$ cat config.mk
export PLATFORM = sky130hd
export DESIGN_NAME = preamble_generator
export DESIGN_NICKNAME = d
export VERILOG_FILES = /design/src/rtl/preamble_pkg.sv /design/src/rtl/preamble_rom.sv /design/src/rtl/preamble_generator.sv
export SDC_FILE = /design/constraint.sdc
export NUM_CORES = 1
export LEC_CHECK = 0
export CELL_PAD_IN_SITES_DETAIL_PLACEMENT = 0
export CELL_PAD_IN_SITES_GLOBAL_PLACEMENT = 2
export CORE_ASPECT_RATIO = 0.6
export CORE_MARGIN = 3
export CORE_UTILIZATION = 32
export CTS_CLUSTER_DIAMETER = 150
export DETAILED_ROUTE_END_ITERATION = 8
export PLACE_DENSITY = 0.91
export SYNTH_ARGS = -nofsm -noshare
export SYNTH_HDL_FRONTEND = slang
export SYNTH_SLANG_ARGS = --single-unit
$ cat constraint.sdc
create_clock -name clk_in -period 4.3 [get_ports clk_in]
set_clock_uncertainty 0.15 [all_clocks]
set_input_delay 0.86 -clock clk_in [delete_from_list [all_inputs] [get_ports clk_in]]
set_output_delay 0.86 -clock clk_in [all_outputs]
set_load 0.02 [all_outputs]
$ cat src/rtl/preamble_pkg.sv
// preamble_pkg: FSM state type, segment lengths and the 802.11a short/long training ROMs
package preamble_pkg;
    typedef enum logic [2:0] {IDLE, STS, LTS_CP, LTS1, LTS2} state_e;
    localparam int STS_LEN = 16;
    localparam int LTS_LEN = 64;
    typedef logic [31:0] sts_rom_t [STS_LEN];
    typedef logic [31:0] lts_rom_t [LTS_LEN];
    // Unwindowed time-domain values in thousandths, I and Q separately
    localparam int STS_MI [STS_LEN] = '{46, -132, -13, 143, 92, 143, -13, -132, 46, 2, -79, -13, 0, -13, -79, 2};
    localparam int STS_MQ [STS_LEN] = '{46, 2, -79, -13, 0, -13, -79, 2, 46, -132, -13, 143, 92, 143, -13, -132};
    localparam int LTS_MI [LTS_LEN] = '{
        156, -5, 40, 97, 21, 60, -115, -38, 98, 53, 1, -137, 24, 59, -22, 119,
        62, 37, -57, -131, 82, 70, -60, -56, -35, -122, -127, 75, -3, -92, 92, 12,
        -156, 12, 92, -92, -3, 75, -127, -122, -35, -56, -60, 70, 82, -131, -57, 37,
        62, 119, -22, 59, 24, -137, 1, 53, 98, -38, -115, 60, 21, 97, 40, -5};
    localparam int LTS_MQ [LTS_LEN] = '{
        0, -120, -111, 83, 28, -88, -55, -106, -26, 4, -115, -47, -59, -15, 161, -4,
        62, -98, -39, -65, -92, -14, -81, 22, 151, 17, 21, 74, -54, -115, -106, -98,
        0, 98, 106, 115, 54, -74, -21, -17, -151, -22, 81, 14, 92, 65, 39, 98,
        -62, 4, -161, 15, 59, 47, 115, -4, 26, 106, 55, 88, -28, -83, 111, 120};
    // round(m/1000 * 32768), ties cannot occur for integer m
    function automatic logic [15:0] quant(input int m);
        return 16'(m < 0 ? -((-m * 32768 + 500) / 1000) : (m * 32768 + 500) / 1000);
    endfunction
    function automatic sts_rom_t build_sts();
        sts_rom_t r;
        for (int i = 0; i < STS_LEN; i++) r[i] = {quant(STS_MI[i]), quant(STS_MQ[i])};
        return r;
    endfunction
    function automatic lts_rom_t build_lts();
        lts_rom_t r;
        for (int i = 0; i < LTS_LEN; i++) r[i] = {quant(LTS_MI[i]), quant(LTS_MQ[i])};
        return r;
    endfunction
    localparam sts_rom_t STS_ROM = build_sts();
    localparam lts_rom_t LTS_ROM = build_lts();
endpackage

$ cat src/rtl/preamble_rom.sv
// preamble_rom: combinational lookup of the short (sel=0) or long (sel=1) training sample
module preamble_rom
    import preamble_pkg::*;
(
    input  logic        sel,
    input  logic [5:0]  idx,
    output logic [31:0] sample
);
    assign sample = sel ? LTS_ROM[idx] : STS_ROM[idx[3:0]];
endmodule

$ cat src/rtl/preamble_generator.sv
// preamble_generator: streams one scaled 802.11a preamble (STS, LTS cyclic prefix, LTS1, LTS2) per start
// The output register always holds the sample addressed by (state_q, cnt_q).
module preamble_generator
    import preamble_pkg::*;
#(
    parameter int NUM_STS    = 10,
    parameter int LTS_CP_LEN = 32
) (
    input  logic        clk_in,
    input  logic        rst_in,
    input  logic        start_in,
    input  logic [1:0]  scale_in,
    output logic        busy_out,
    output logic        preamble_axis_tvalid,
    output logic        preamble_axis_tlast,
    output logic [31:0] preamble_axis_tdata,
    input  logic        preamble_axis_tready
);
    localparam int CW = 16;
    state_e      state_q, state_d;
    logic [CW-1:0] cnt_q, cnt_d, last_idx;
    logic [1:0]  scale_q, scale_d;
    logic        valid_q, valid_d, last_q, last_d;
    logic [31:0] data_q, data_d, rom_data;
    logic        rom_sel, hs;
    logic [5:0]  rom_idx;

    preamble_rom u_rom (
        .sel    (rom_sel),
        .idx    (rom_idx),
        .sample (rom_data)
    );

    always_comb begin
        hs       = valid_q && preamble_axis_tready;
        last_idx = state_q == STS ? CW'(STS_LEN * NUM_STS - 1) :
                   state_q == LTS_CP ? CW'(LTS_CP_LEN - 1) : CW'(LTS_LEN - 1);
        state_d  = state_q;
        cnt_d    = cnt_q;
        scale_d  = scale_q;
        if (state_q == IDLE) begin
            if (start_in) begin
                state_d = STS;
                cnt_d   = '0;
                scale_d = scale_in;
            end
        end else if (hs) begin
            cnt_d = cnt_q == last_idx ? '0 : cnt_q + 1'b1;
            if (cnt_q == last_idx)
                state_d = state_q == STS ? (LTS_CP_LEN == 0 ? LTS1 : LTS_CP) :
                          state_q == LTS_CP ? LTS1 : state_q == LTS1 ? LTS2 : IDLE;
        end
        // Look up the sample that will be presented next cycle
        rom_sel = state_d != STS;
        rom_idx = state_d == LTS_CP ? 6'(LTS_LEN - LTS_CP_LEN + int'(cnt_d)) :
                  state_d == STS ? {2'b00, cnt_d[3:0]} : cnt_d[5:0];
        valid_d = state_d != IDLE;
        last_d  = state_d == LTS2 && cnt_d == CW'(LTS_LEN - 1);
        data_d  = valid_d ? {16'($signed(rom_data[31:16]) >>> scale_d),
                             16'($signed(rom_data[15:0]) >>> scale_d)} : '0;
    end

    always_ff @(posedge clk_in) begin
        if (rst_in) begin
            state_q <= IDLE;
            cnt_q   <= '0;
            scale_q <= '0;
            valid_q <= 1'b0;
            last_q  <= 1'b0;
            data_q  <= '0;
        end else begin
            state_q <= state_d;
            cnt_q   <= cnt_d;
            scale_q <= scale_d;
            valid_q <= valid_d;
            last_q  <= last_d;
            data_q  <= data_d;
        end
    end

    assign busy_out             = valid_q;
    assign preamble_axis_tvalid = valid_q;
    assign preamble_axis_tlast  = last_q;
    assign preamble_axis_tdata  = data_q;
endmodule

# Yosys cells after proc, flatten, opt, wreduce, memory -nomap -nowiden

Memory sizes are Yosys's and may differ from the RTL's.
Index checks and enable logic that the tools add are counted.

Shifts and indexed selects: 2
Bitwise operators: 3
Reduce and logical (&&, ||, !) cells: 5
Equality and inequality tests: 9
Magnitude comparators: 2
$add $sub $neg: 2
Mux-type cells: 22

Operators by type and width:

| kind                                            | number |
|---|---|
| two-way mux 32 bit                              | 5 |
| two-way mux 16 bit                              | 4 |
| >>> shifter 16 x 2 -> 16 bit                    | 2 |
| two-way mux 3 bit                               | 7 |
| two-way mux 6 bit                               | 3 |
| adder 16 x 1 -> 16 bit (second input constant)  | 1 |
| == test 16 x 6 -> 1 bit (second input constant) | 1 |
| == test 16 x 8 -> 1 bit                         | 1 |
| == test 3 x 2 -> 1 bit (second input constant)  | 3 |
| two-way mux 8 bit                               | 1 |
| >= comparator 7 bit (second input constant)     | 1 |
| NOT 6 -> 7 bit                                  | 1 |
| adder 6 bit (first input constant)              | 1 |
| == test 3 x 1 -> 1 bit (second input constant)  | 2 |
| >= comparator 5 bit (second input constant)     | 1 |
| NOT 4 -> 5 bit                                  | 1 |
| two-way mux 2 bit                               | 2 |
| == test 3 bit (second input constant)           | 1 |
| zero test 3 bit                                 | 1 |
| != test 3 x 1 -> 1 bit (second input constant)  | 1 |
| nonzero test 3 bit                              | 1 |
| logical AND 1 bit                               | 2 |
| OR reduction 2 bit                              | 1 |
| NOT 1 bit                                       | 1 |

Input bits: 6
Bits in read-only memories: 2,560
Output and inout port bits: 35
Word-level logic and storage cells: 53
Flip-flop bits (word level): 55
Memories: 2

Memory list:

| memory           | words | width | read ports | clocked after Yosys merged registers in | wr ports | RTL line          | source |
|---|---|---|---|---|---|---|---|
| (name not given) | 64    | 32    | 1          | 0                                       | 0        | preamble_rom.sv:9 | `assign sample = sel ? LTS_ROM[idx] : STS_ROM[idx[3:0]];` |
| (name not given) | 16    | 32    | 1          | 0                                       | 0        | preamble_rom.sv:9 |  |

# Logic depth before layout (Yosys ltp)

Gate-level depths: netlist of the first run.

Word-level depth: 16
Gate-level depth with buffers: 19
Gate-level depth less buffers: 16

# By module

From an unflattened synthesis of the first run, not the netlist that was laid out.

Cell total of the unflattened synthesis: 968
Area total of the unflattened synthesis: 6,615.1 um^2

By module, submodules not included:

| module             | sequential area each (um^2) | cells each | instances | area an instance (um^2) |
|---|---|---|---|---|
| preamble_rom       | 0.0                         | 577        | 1         | 3,482.1 |
| preamble_generator | 1,101.1                     | 391        | 1         | 3,133.0 |

# Least setup slack after synthesis of the first run

OpenSTA, ideal clock, no wires.

Path type: register -> register
From: register cnt_q[9]
To: register data_q[18], in the netlist preamble_axis_tdata[18]
Path slack: -142 ps
Arrival: 4,160 ps
Setup time: 133 ps
Stages on the path, launching flop included: 19
Path buffers: 4
Cell sequence: dfxtp_1 -> buf_6 -> or4_4 -> a2111oi_4 -> o211a_2 -> o21a_1 -> buf_4 -> buf_2 -> ha_1 -> inv_1 -> clkbuf_1 -> a21oi_1 -> a21oi_1 -> mux2i_1 -> mux2_2 -> a221oi_1 -> nor2_1 -> o31ai_1 -> a21oi_1

Word-level cells in the longest chain between the ends: 13

RTL lines:

| what                                                                               | RTL line                                           | source |
|---|---|---|
| from (decl)                                                                        | preamble_generator.sv:21                           | `logic [CW-1:0] cnt_q, cnt_d, last_idx;` |
| from (signal assigned)                                                             | preamble_generator.sv:73                           | `cnt_q <= cnt_d;` |
| == test 16 x 8 -> 1 bit (*)                                                        | preamble_generator.sv:48, preamble_generator.sv:49 |  |
| parallel branches: the longest is 12 deep, another holds memory read (64 x 32 bit) | n/a                                                |  |
| to (signal assigned)                                                               | preamble_generator.sv:77                           | `data_q <= data_d;` |
| to (decl)                                                                          | preamble_generator.sv:24                           | `logic [31:0] data_q, data_d, rom_data;` |

Mark *: on every way between the ends. The select of a mux whose other input is x is not followed.
A chain may end at the register's enable or synchronous reset.

# Final worst setup path of the first run

From: input port start_in
To: register data_q[22], in the netlist preamble_axis_tdata[22]

Word-level cells in the longest chain between the ends: 11

RTL lines:

| what                                                                               | RTL line                 | source |
|---|---|---|
| from (decl)                                                                        | preamble_generator.sv:11 | `input logic start_in,` |
| parallel branches: the longest is 11 deep, another holds memory read (64 x 32 bit) | n/a                      |  |

Parallel ways; which one is timed is not known. The select of a mux whose other input is x is not followed.

==> impl_metrics.py, run 1 <==
metrics = {
    "outcome": {
        "run_status": "finished, final reports clean",
    },
    "logic_synthesis": {
        "ys_ff_latch": 51,
        "syn_avg_cell_area_um2": 6.990,
        "postSynth.topFlopCell": "sky130_fd_sc_hd__dfxtp_1",
        "post_synth_most_frequent_cells": "sky130_fd_sc_hd__nand2_1 (89), sky130_fd_sc_hd__a21oi_1 (86), sky130_fd_sc_hd__nor2_1 (78), sky130_fd_sc_hd__clkbuf_1 (56), sky130_fd_sc_hd__o21ai_0 (56)",
        "top_cell_type_s_share_of_synthesized_area_pct": 16.14,
        "ys_types": 89,
        "syn_inst": 905,
        "synth.area.top_cells": "sky130_fd_sc_hd__dfxtp_1 (16%), sky130_fd_sc_hd__a21oi_1 (6.8%), sky130_fd_sc_hd__nand2_1 (5.3%)",
        "post-synth-top-count-cell": "sky130_fd_sc_hd__nand2_1",
        "yosysTopAreaCell": "sky130_fd_sc_hd__dfxtp_1",
        "synth-edff-count": 0,
        "synth.net_count": 927,
        "asyncSetResetFlopFracSynth_pct": 0,
        "ys_seq_area_share_pct": 16.14,
        "total_of_warnings_raised_by_yosys": 0,
        "mappedNetlistArea_um2": 6326,
    },
    "setup_path": {
        "cp_max_fo": 7,
        "critical_path_cell_count": 16,
        "worst-endpoint-required_ns": 4.34,
        "start_to_end_type_of_the_worst_setup_path": "in -> reg",
        "cp_num_buf_inv": 4,
        "regToRegSetupSlack_ns": 0.03,
        "cp.arrival_ns": 4.33,
        "r2r_cells": 15,
        "cp_cell_sequence": "clkdlybuf4s50_1, or4_4, o21ai_2, nand2_1, a21boi_4, buf_6, inv_4, ha_4, buf_4, nand2_1, a311oi_1, a31oi_2, a221oi_2, or2_1, o311a_1, a211oi_4",
        "worst_setup_path_end_kind": "flip-flop",
        "launch_point_of_the_worst_reg_to_reg_path": "cnt_q[6]",
        "critical_path.reg2reg.endpoint": "preamble_axis_tdata[1]",
        "path_delay_family": "compound AO/OA/AOI/OAI gates",
        "crit_path_slowest_cell": "sky130_fd_sc_hd__or4_4",
        "crit_end": "preamble_axis_tdata[22]",
        "critical_path.max_stage_delay_ns": 0.46,
        "timing.critical_path.mode_cell": "sky130_fd_sc_hd__nand2_1",
        "worst_setup_path_start_kind": "primary input",
        "critical_path.startpoint": "start_in",
    },
    "placed_design": {
        "detailedPlace.worstSlack_ns": -0.5707,
        "gpl.final_weighted_congestion": 1.130,
        "dp_cells": 1380,
        "numPortBuffers": 40,
        "detailed_placer_s_ending_hpwl_um": 25620,
    },
    "cells_and_area": {
        "area.growth.synth_to_final_pct": 47.15,
        "fin_util_pct": 48.42,
        "nets_finish": 1149,
        "fillCellCount": 1875,
        "antenna_cells_inserted": 0,
        "drive_gt1_share_pct": 33.07,
        "layoutNonFillerInstCount": 1394,
    },
    "power": {
        "cellPowerDensity_nw_per_um2": 168.3,
        "power_leakage_uw": 0.003720,
        "vdd.ir_drop.worst_mv": 0.1375,
        "power_uw": 1567,
    },
    "sta": {
        "maxSlewHeadroom_pct": 47.98,
        "period_share_pct": 99.78,
        "worst_slew_pin_slew_ns": 0.7639,
        "final_hold_vio_count": 0,
        "period_needed_ns": 4.291,
        "drv_slew": 0,
        "setup_violations": 0,
        "clock.fmax_mhz": 233.1,
        "setup_repair_after_global_routing_missed_its_margin": "yes",
        "fin_ws_ns": 0.009301,
    },
    "route": {
        "detail_route.drc_violations": 0,
        "drt-met1-wl_um": 14140,
        "routed_wire_length_per_instance_um": 23.87,
        "wire_length_reported_by_the_detailed_router_um": 33280,
        "drt_first_pass_iters": 8,
        "detailroute.via_count": 9228,
        "detail_route.iter0.violations": 1899,
        "via_per_inst": 6.620,
        "postRouteAntennaNets": 0,
        "dr_wl_met2_um": 11370,
        "dr.max_layer_used": "met5",
        "met3RoutedLength_um": 6479,
    },
    "die": {
        "design.die.area_um2": 21550,
        "placeableCoreArea_um2": 19230,
        "initial_utilization_pct": 32.90,
        "die_x_um": 187.5,
        "die_height_um": 114.9,
        "count_of_standard_cell_rows": 39,
        "ios": 41,
    },
    "clock_tree": {
        "insertion_delay_ns": 0.30,
        "cts-htree-levels": 2,
        "clkTransAtPathRegs_ns": 0.07,
        "cts-buffers-inserted": 5,
        "clock_tree.buffer_depth": 2,
        "clkSinkCount": 51,
        "cts_tree": "done",
        "cts.hold.buffers_added": 0,
        "clockRootBuffer": "sky130_fd_sc_hd__clkbuf_16",
    },
    "global_routing": {
        "antenna_violations_before_repair": 1,
        "global_route_wire_length_before_repair_um": 49910,
        "grt_overflow": 0,
        "pin_count_of_the_biggest_net_entering_global_routing": 44,
        "grt_pass1_vias": 8329,
        "grtUsageTotal_pct": 29.69,
    },
    "job": {
        "maxCapViolations": 0,
    },
    "hold_path": {
        "timing.hold.worst.class": "reg -> reg",
    },
}
-- per-stage QoR --
stage | cell area (µm²) | TNS [ns] | hold WS (ns)
CTS | 9064 | 0 | 0.4559
floorplan | 6329 | -0.03310 | 0.3784
global placement | 8828 | -9.272 | 0.4285
detailed placement | 8828 | -10.22 | 0.4424
global route | 9309 | -0.05903 | 0.4942
finish | 9309 | 0 | 0.4603
-- kinds of logic after synthesis --
logic type	count (synthesis)	share of synthesized area, %
simple gates	296	22.33
buf+inv	115	8.109
xor+xnor	9	1.246
flops	51	16.14
compound gates	394	44.62
fa+ha+maj	16	3.165
mux	24	4.391
-- state kept, by name, indices dropped and copies added, names as in the netlist --
register             count
state_q                  3
preamble_axis_tdata     28
scale_q                  2
cnt_q                   16
busy_out                 1
preamble_axis_tlast      1
-- metal layers --
| metal | global-route usage (%) | vias up |
|---|---|---|
| met5 | 0 | - |
| met2 | 37.18 | 885 |
| met4 | 7.343 | 2 |
| met1 | 42.67 | 4217 |
| li1 | - | 3939 |
| met3 | 16.64 | 185 |
-- where the power goes --
part	internal [µW]	switching (µW)
logic	266	359
registers	506	12.2
clock network	222	202
total	993	573
-- placed cells by master, fill, tap and decap left out, types with 7 or more instances in the layout --
cell,Yosys,routed
sky130_fd_sc_hd__ha_1,16,10
sky130_fd_sc_hd__mux2_2,10,10
sky130_fd_sc_hd__o21a_1,7,7
sky130_fd_sc_hd__buf_4,8,264
sky130_fd_sc_hd__clkdlybuf4s50_1,0,39
sky130_fd_sc_hd__dfxtp_1,51,51
sky130_fd_sc_hd__o31ai_1,10,8
sky130_fd_sc_hd__buf_12,0,12
sky130_fd_sc_hd__and2_1,10,10
sky130_fd_sc_hd__or3_1,11,11
sky130_fd_sc_hd__inv_1,10,8
sky130_fd_sc_hd__a21o_1,7,7
sky130_fd_sc_hd__o22ai_1,14,13
sky130_fd_sc_hd__nand3_1,26,25
sky130_fd_sc_hd__nand2_1,89,88
sky130_fd_sc_hd__o32ai_1,9,9
sky130_fd_sc_hd__a21oi_2,0,10
sky130_fd_sc_hd__nor3_1,31,29
sky130_fd_sc_hd__o21ai_1,9,11
sky130_fd_sc_hd__a211oi_1,29,23
sky130_fd_sc_hd__o21ai_0,56,52
sky130_fd_sc_hd__a21oi_1,86,76
sky130_fd_sc_hd__a221oi_1,10,9
sky130_fd_sc_hd__and3_1,13,13
sky130_fd_sc_hd__a31oi_1,20,15
sky130_fd_sc_hd__a311oi_1,12,12
sky130_fd_sc_hd__a211o_1,7,7
sky130_fd_sc_hd__o221ai_1,10,10
sky130_fd_sc_hd__nor2_1,78,74
sky130_fd_sc_hd__mux2i_1,12,11
sky130_fd_sc_hd__a211oi_2,4,8
sky130_fd_sc_hd__o211ai_1,31,31
sky130_fd_sc_hd__o311a_1,7,7
-- worst reg2reg max path, stage by stage (launching register included) --
cell and delay [ns]:
sky130_fd_sc_hd__dfxtp_1 0.32, sky130_fd_sc_hd__or4_4 0.56, sky130_fd_sc_hd__a2111oi_4 0.48, sky130_fd_sc_hd__o211a_2 0.29, sky130_fd_sc_hd__o21a_1 0.21, sky130_fd_sc_hd__buf_4 0.18
sky130_fd_sc_hd__inv_4 0.07, sky130_fd_sc_hd__ha_4 0.20, sky130_fd_sc_hd__o211ai_1 0.15, sky130_fd_sc_hd__nand2_1 0.16, sky130_fd_sc_hd__a21oi_2 0.18, sky130_fd_sc_hd__nor4_1 0.09
sky130_fd_sc_hd__buf_4 0.17, sky130_fd_sc_hd__or3_1 0.39, sky130_fd_sc_hd__mux2_2 0.32, sky130_fd_sc_hd__a221oi_2 0.27
-- worst min path at each step --
stage | start | end | cells past startpoint
floorplan | cnt_q[9] | cnt_q[9] | 2
global placement | cnt_q[13] | cnt_q[13] | 2
detailed placement | cnt_q[13] | cnt_q[13] | 2
CTS | cnt_q[13] | cnt_q[13] | 2
global route | cnt_q[13] | cnt_q[13] | 2
finish | cnt_q[13] | cnt_q[13] | 2
-- cell type report --
type	instances	area (µm²)	area share, %
Multi-Input combinational cell	739	5106	54.85
Timing Repair Buffer	318	2648	28.44
Sequential cell	51	1021	10.97
Tap cell	266	332.8	3.575
Clock buffer	5	125.1	1.344
Inverter	12	50.05	0.5376
Clock inverter	3	26.28	0.2823
-- what timing repair did --
item	CTS	global route
pin swaps	5	14
setup buffers	3	3
gates cloned	0	0
endpoints found under the setup margin	22	27
resized for setup	17	50
(Power assumes the default switching activity.)
==> run 2: changes to the inputs <==
==> config.mk (replaced) <==
export PLATFORM = sky130hd
export DESIGN_NAME = preamble_generator
export DESIGN_NICKNAME = d
export VERILOG_FILES = /design/src/rtl/preamble_pkg.sv /design/src/rtl/preamble_rom.sv /design/src/rtl/preamble_generator.sv
export SDC_FILE = /design/constraint.sdc
export NUM_CORES = 1
export LEC_CHECK = 0
export CORE_ASPECT_RATIO = 0.9
export CORE_MARGIN = 3
export CORE_UTILIZATION = 45
export CTS_CLUSTER_DIAMETER = 80
export DETAILED_ROUTE_END_ITERATION = 8
export PLACE_DENSITY = 0.78
export SYNTH_ARGS = -nofsm -noshare
export SYNTH_HDL_FRONTEND = slang
export SYNTH_SLANG_ARGS = --single-unit
==> run 2 against run 1 <==
Against the previous run:
- flip-flop and latch count unchanged
- power rose by 1.0%
- first-iteration DRC count shrank 22%
- routed wire length is 1.2% higher
- non-clock buffer count decreased by 1
- sequential share of layout area increased by 0.34 points
- combinational power is 3.7% lower
- sequential power barely moved
- core utilization increased by 18 points
- worst setup slack better by 0.061 ns
==> impl_metrics.py, run 2 (synthesis gave the netlist of run 1 again) <==
metrics = {
    "sta": {
        "period_needed_ns": 4.230,
        "final.setup.tns_ns": 0,
        "fin_ws_ns": 0.07022,
        "period_share_pct": 98.37,
        "setup_violations": 0,
        "worst_slew_pin_slew_ns": 0.9469,
        "setup_repair_after_global_routing_missed_its_margin": "no",
        "maxSlewHeadroom_pct": 36.64,
        "drv_slew": 0,
        "clock.fmax_mhz": 236.4,
        "final_hold_vio_count": 0,
    },
    "clock_tree": {
        "insertion_delay_ns": 0.31,
        "clock_tree.buffer_depth": 2,
        "cts-buffers-inserted": 5,
        "clkSinkCount": 51,
        "cts_tree": "done",
        "clkTransAtPathRegs_ns": 0.07,
        "cts-htree-levels": 2,
        "clockRootBuffer": "sky130_fd_sc_hd__clkbuf_16",
    },
    "cells_and_area": {
        "drive_gt1_share_pct": 31.62,
        "design_area_um2": 9032,
        "most-common-layout-cells": "sky130_fd_sc_hd__buf_4 (270), sky130_fd_sc_hd__nand2_1 (88), sky130_fd_sc_hd__a21oi_1 (82)",
        "layout_commonest_cell": "sky130_fd_sc_hd__buf_4",
        "fillCellCount": 1228,
        "largest_register_ffs": 28,
        "area.growth.synth_to_final_pct": 42.78,
        "antenna_cells_inserted": 0,
        "nets_finish": 1148,
    },
    "die": {
        "die_height_um": 118.5,
        "initial_utilization_pct": 46.64,
        "placeableCoreArea_um2": 13560,
        "design.die.area_um2": 15520,
        "count_of_standard_cell_rows": 40,
        "die_x_um": 131.0,
        "ios": 41,
    },
    "global_routing": {
        "antenna_violations_before_repair": 0,
        "pin_count_of_the_biggest_net_entering_global_routing": 35,
        "global_route_wire_length_before_repair_um": 49620,
        "grt_overflow": 0,
        "grt_pass1_vias": 8330,
        "grtUsageTotal_pct": 41.56,
    },
    "route": {
        "postRouteAntennaNets": 0,
        "wire_length_reported_by_the_detailed_router_um": 33680,
        "drt_first_pass_iters": 7,
        "via_per_inst": 6.983,
        "routed_wire_length_per_instance_um": 25.61,
        "detailroute.via_count": 9182,
        "detail_route.iter0.violations": 1488,
        "detail_route.drc_violations": 0,
    },
    "setup_path": {
        "worst_setup_path_end_kind": "flip-flop",
        "cp_max_fo": 14,
        "critical_path.max_stage_delay_ns": 0.53,
        "cp_cell_sequence": "dlygate4sd2_1, or4_1, buf_4, o211ai_1, nand2_2, inv_2, buf_4, nor2_1, a221oi_1, o31ai_1, o21ai_0, o31ai_1, o22ai_1",
        "crit_path_slowest_cell": "sky130_fd_sc_hd__a221oi_1",
        "start_to_end_type_of_the_worst_setup_path": "in -> reg",
        "cp.arrival_ns": 4.29,
        "worst_setup_path_start_kind": "primary input",
        "worst-endpoint-required_ns": 4.36,
    },
    "job": {
        "maxCapViolations": 0,
    },
    "placed_design": {
        "numPortBuffers": 40,
        "detailed_placer_s_ending_hpwl_um": 25820,
        "gpl.final_weighted_congestion": 1.094,
        "detailed_place.area_um2": 8646,
        "detailedPlace.worstSlack_ns": -0.5331,
    },
    "power": {
        "cellPowerDensity_nw_per_um2": 175.2,
        "power_uw": 1583,
        "power_leakage_uw": 0.003693,
        "vdd.ir_drop.worst_mv": 0.1750,
    },
    "hold_path": {
        "timing.hold.worst.class": "reg -> reg",
    },
    "outcome": {
        "run_status": "finished, final reports clean",
    },
}
[run 2: cell count changes in the layout (fill, tap and decap cells not counted), sizes merged]
| cell | change |
|---|---|
| buf | -1 |
| bufinv | +1 |
| clkdlybuf4s50 | -1 |
| clkinv | -1 |
| clkinvlp | +1 |
| dlygate4sd2 | +1 |
| inv | -2 |
[run 2: worst paths after layout]
| check | start | endpoint | slack [ns] | depth (start not counted) |
|---|---|---|---|---|
| min | cnt_q[9] | cnt_q[9] | 0.45 | 2 |
| max reg2reg | cnt_q[6] | preamble_axis_tdata[8] | 0.08 | 13 |
| max | start_in | preamble_axis_tdata[8] | 0.07 | 13 |
| min reg2reg | cnt_q[9] | cnt_q[9] | 0.45 | 2 |
[run 2: metal layers]
layer / track usage [%] / routed length, µm / up-vias
li1: - / - / 3942
met1: 59.53 / 13350 / 4188
met2: 58.06 / 13480 / 881
met3: 10.62 / 5029 / 171
met4: 17.67 / 1829 / 0
met5: 0 / 0 / -
[run 2: critical path, delay by kind of cell]
| family | cells | cell delay [ns] |
|---|---|---|
| AOI/OAI and AO/OA | 6 | 1.53 |
| buffers and inverters | 4 | 1.04 |
| and+or+nand+nor | 3 | 0.83 |
[run 2: timing repair]
item / 4_1_cts / 5_1_grt
endpoints found under the setup margin: 23 / 25
hold endpoints to repair: 0 / 0
gates resized for setup: 16 / 32
setup buffers: 1 / 2
hold buffers: 0 / 0
pin swaps: 2 / 12
[run 2: power breakdown]
part           switching (µW)  internal [µW]  total (µW)
logic                     348            255         603
clock network             190            272         461
registers                12.0            506         518
[run 2: final cells by class]
class	instances	area [µm²]	area share, %
multi-input cells	739	5012	55.49
repair buffers	317	2555	28.29
flip-flops and latches	51	1021	11.30
well taps	189	236.5	2.618
clock buffers	5	125.1	1.385
inverters	12	45.04	0.4987
clock inverters	2	37.54	0.4156
[run 2: through the flow]
step | hold WS, ns | util, % | cells
final | 0.4478 | 66.60 | 1315
after global routing | 0.4935 | 66.60 | 1315
after CTS | 0.4527 | 65.34 | 1313
after detailed placement | 0.4424 | 63.75 | 1305
after global placement | 0.4258 | 63.75 | 1305
after floorplan | 0.3784 | - | 905
==> run 3: changes to the inputs <==
--- a/config.mk
+++ b/config.mk
@@ -10,7 +10,7 @@
 export CORE_UTILIZATION = 45
 export CTS_CLUSTER_DIAMETER = 80
 export DETAILED_ROUTE_END_ITERATION = 8
-export PLACE_DENSITY = 0.78
+export PLACE_DENSITY = 0.66
 export SYNTH_ARGS = -nofsm -noshare
 export SYNTH_HDL_FRONTEND = slang
 export SYNTH_SLANG_ARGS = --single-unit
==> run 3 against run 2 <==
Against the previous run:
- fmax down 1.1%
- sequential share of layout area about the same
- worst hold slack better by 0.0067 ns
- largest cell class unchanged
- worst setup slack worse by 0.049 ns
- die area unchanged
- via count down 1.5%
==> impl_metrics.py, run 3 (synthesis gave the netlist of run 1 again) <==
metrics = {
    "outcome": {
        "run_status": "finished, final reports clean",
    },
    "power": {
        "vdd.ir_drop.worst_mv": 0.1491,
        "power_uw": 1511,
        "cellPowerDensity_nw_per_um2": 167.5,
        "power_leakage_uw": 0.003646,
    },
    "setup_path": {
        "path_delay_family": "compound AO/OA/AOI/OAI gates",
        "critical_path.max_stage_delay_ns": 0.55,
        "worst_setup_path_start_kind": "flip-flop",
        "cp.arrival_ns": 4.29,
        "cp_num_buf_inv": 4,
        "worst-endpoint-required_ns": 4.31,
        "crit_path_slowest_cell": "sky130_fd_sc_hd__or4_4",
        "timing.critical_path.mode_cell": "sky130_fd_sc_hd__buf_4",
        "cp_cell_sequence": "or4_4, a2111oi_4, buf_4, o211ai_4, a21boi_4, inv_2, ha_1, nor2_1, a21boi_0, buf_4, o32ai_1, a211oi_1, buf_4, a31oi_2, o22ai_1, o22ai_1",
        "cp_max_fo": 4,
        "worst_setup_path_end_kind": "flip-flop",
        "start_to_end_type_of_the_worst_setup_path": "reg -> reg",
    },
    "cells_and_area": {
        "design_area_um2": 9019,
        "most-common-layout-cells": "sky130_fd_sc_hd__buf_4 (243), sky130_fd_sc_hd__nand2_1 (88), sky130_fd_sc_hd__a21oi_1 (81)",
        "largest_register_ffs": 28,
        "area.growth.synth_to_final_pct": 42.56,
        "drive_gt1_share_pct": 31.23,
        "nets_finish": 1132,
        "layout_commonest_cell": "sky130_fd_sc_hd__buf_4",
    },
    "clock_tree": {
        "clock_tree.buffer_depth": 2,
        "cts.hold.buffers_added": 0,
        "clkTransAtPathRegs_ns": 0.08,
        "cts-htree-levels": 2,
        "clockRootBuffer": "sky130_fd_sc_hd__clkbuf_16",
        "cts-buffers-inserted": 5,
        "insertion_delay_ns": 0.30,
        "clkSinkCount": 51,
        "cts_tree": "done",
    },
    "placed_design": {
        "detailedPlace.worstSlack_ns": -0.4470,
        "detailed_place.area_um2": 8646,
        "detailed_placer_s_ending_hpwl_um": 24660,
        "numPortBuffers": 40,
        "gpl.final_weighted_congestion": 1.046,
    },
    "route": {
        "detail_route.iter0.violations": 1392,
        "detail_route.drc_violations": 0,
        "via_per_inst": 6.955,
        "detailroute.via_count": 9048,
        "wire_length_reported_by_the_detailed_router_um": 32340,
        "drt_first_pass_iters": 8,
        "routed_wire_length_per_instance_um": 24.86,
        "postRouteAntennaNets": 0,
    },
    "sta": {
        "worst_slew_pin_slew_ns": 0.6002,
        "fin_ws_ns": 0.02162,
        "drv_slew": 0,
        "period_needed_ns": 4.278,
        "clock.fmax_mhz": 233.7,
        "maxSlewHeadroom_pct": 58.95,
        "setup_violations": 0,
        "period_share_pct": 99.50,
        "final_hold_vio_count": 0,
        "setup_repair_after_global_routing_missed_its_margin": "yes",
    },
    "global_routing": {
        "grt_overflow": 0,
        "pin_count_of_the_biggest_net_entering_global_routing": 36,
        "global_route_wire_length_before_repair_um": 47860,
        "grtUsageTotal_pct": 39.83,
        "antenna_violations_before_repair": 1,
        "grt_pass1_vias": 8161,
    },
    "die": {
        "placeableCoreArea_um2": 13560,
        "ios": 41,
        "die_height_um": 118.5,
        "initial_utilization_pct": 46.64,
        "count_of_standard_cell_rows": 40,
        "design.die.area_um2": 15520,
        "die_x_um": 131.0,
    },
    "hold_path": {
        "timing.hold.worst.class": "reg -> reg",
    },
    "job": {
        "maxCapViolations": 0,
    },
}
## run 3: changes by cell type in the layout (fill, tap and decap cells not counted), sizes merged
cell / previous run / this run
clkinv: 0 / 1
bufinv: 1 / 0
buf: 277 / 261
clkdlybuf4s50: 38 / 39
diode: 0 / 1
clkbuf: 5 / 6
dlygate4sd2: 1 / 0
## run 3: worst reg2reg max path, stage by stage (launching register included)
cell                        delay (ns)
sky130_fd_sc_hd__dfxtp_1          0.32
sky130_fd_sc_hd__or4_4            0.55
sky130_fd_sc_hd__a2111oi_4        0.46
sky130_fd_sc_hd__buf_4            0.21
sky130_fd_sc_hd__o211ai_4         0.10
sky130_fd_sc_hd__a21boi_4         0.23
sky130_fd_sc_hd__inv_2            0.07
sky130_fd_sc_hd__ha_1             0.23
sky130_fd_sc_hd__nor2_1           0.19
sky130_fd_sc_hd__a21boi_0         0.42
sky130_fd_sc_hd__buf_4            0.19
sky130_fd_sc_hd__o32ai_1          0.13
sky130_fd_sc_hd__a211oi_1         0.29
sky130_fd_sc_hd__buf_4            0.19
sky130_fd_sc_hd__a31oi_2          0.06
sky130_fd_sc_hd__o22ai_1          0.25
sky130_fd_sc_hd__o22ai_1          0.12
## run 3: final cells by class
cell class	count	area [µm²]
repair buffers	301	2552
well taps	189	236.5
diodes	1	2.502
multi-input cells	739	5017
fillers	1165	4544
clock buffers	6	128.9
clock inverters	2	12.51
flip-flops and latches	51	1021
inverters	12	47.55
## run 3: worst paths after layout
check	start	to	slack [ns]	cells after the start
max reg2reg	cnt_q[6]	preamble_axis_tdata[9]	0.02	16
max	cnt_q[6]	preamble_axis_tdata[9]	0.02	16
min reg2reg	cnt_q[9]	cnt_q[9]	0.45	2
min	cnt_q[9]	cnt_q[9]	0.45	2
## run 3: what timing repair did
action                                 4_1_cts  5_1_grt
endpoints found under the hold margin        0        0
gates resized for setup                      8       48
pin swaps                                    0       16
buffers inserted                             0        2
setup endpoints to repair                   16       26
## run 3: power breakdown
part	switching, µW	internal [µW]	total [µW]	leakage, µW
clock network	184	215	399	0.0000669
registers	11.8	506	518	0.000417
logic	341	254	594	0.00316
total	536	975	1510	0.00365
## run 3: layer usage
layer	part of all wire, %	track usage [%]	vias up
met5	0.040	0	-
met4	5.5	16.77	2
met3	14	12.07	165
met2	41	55.65	808
met1	40	55.97	4158
li1	-	-	3915
## run 3: through the flow
stage | setup TNS, ns | utilization [%] | instances | hold WS (ns)
6_report | 0 | 66.49 | 1301 | 0.4545
5_1_grt | -0.3072 | 66.48 | 1300 | 0.4959
4_1_cts | 0 | 64.99 | 1298 | 0.4539
3_5_place_dp | -8.548 | 63.75 | 1290 | 0.4421
3_3_place_gp | -6.142 | 63.75 | 1290 | 0.4259
2_1_floorplan | -0.03310 | - | 905 | 0.3784
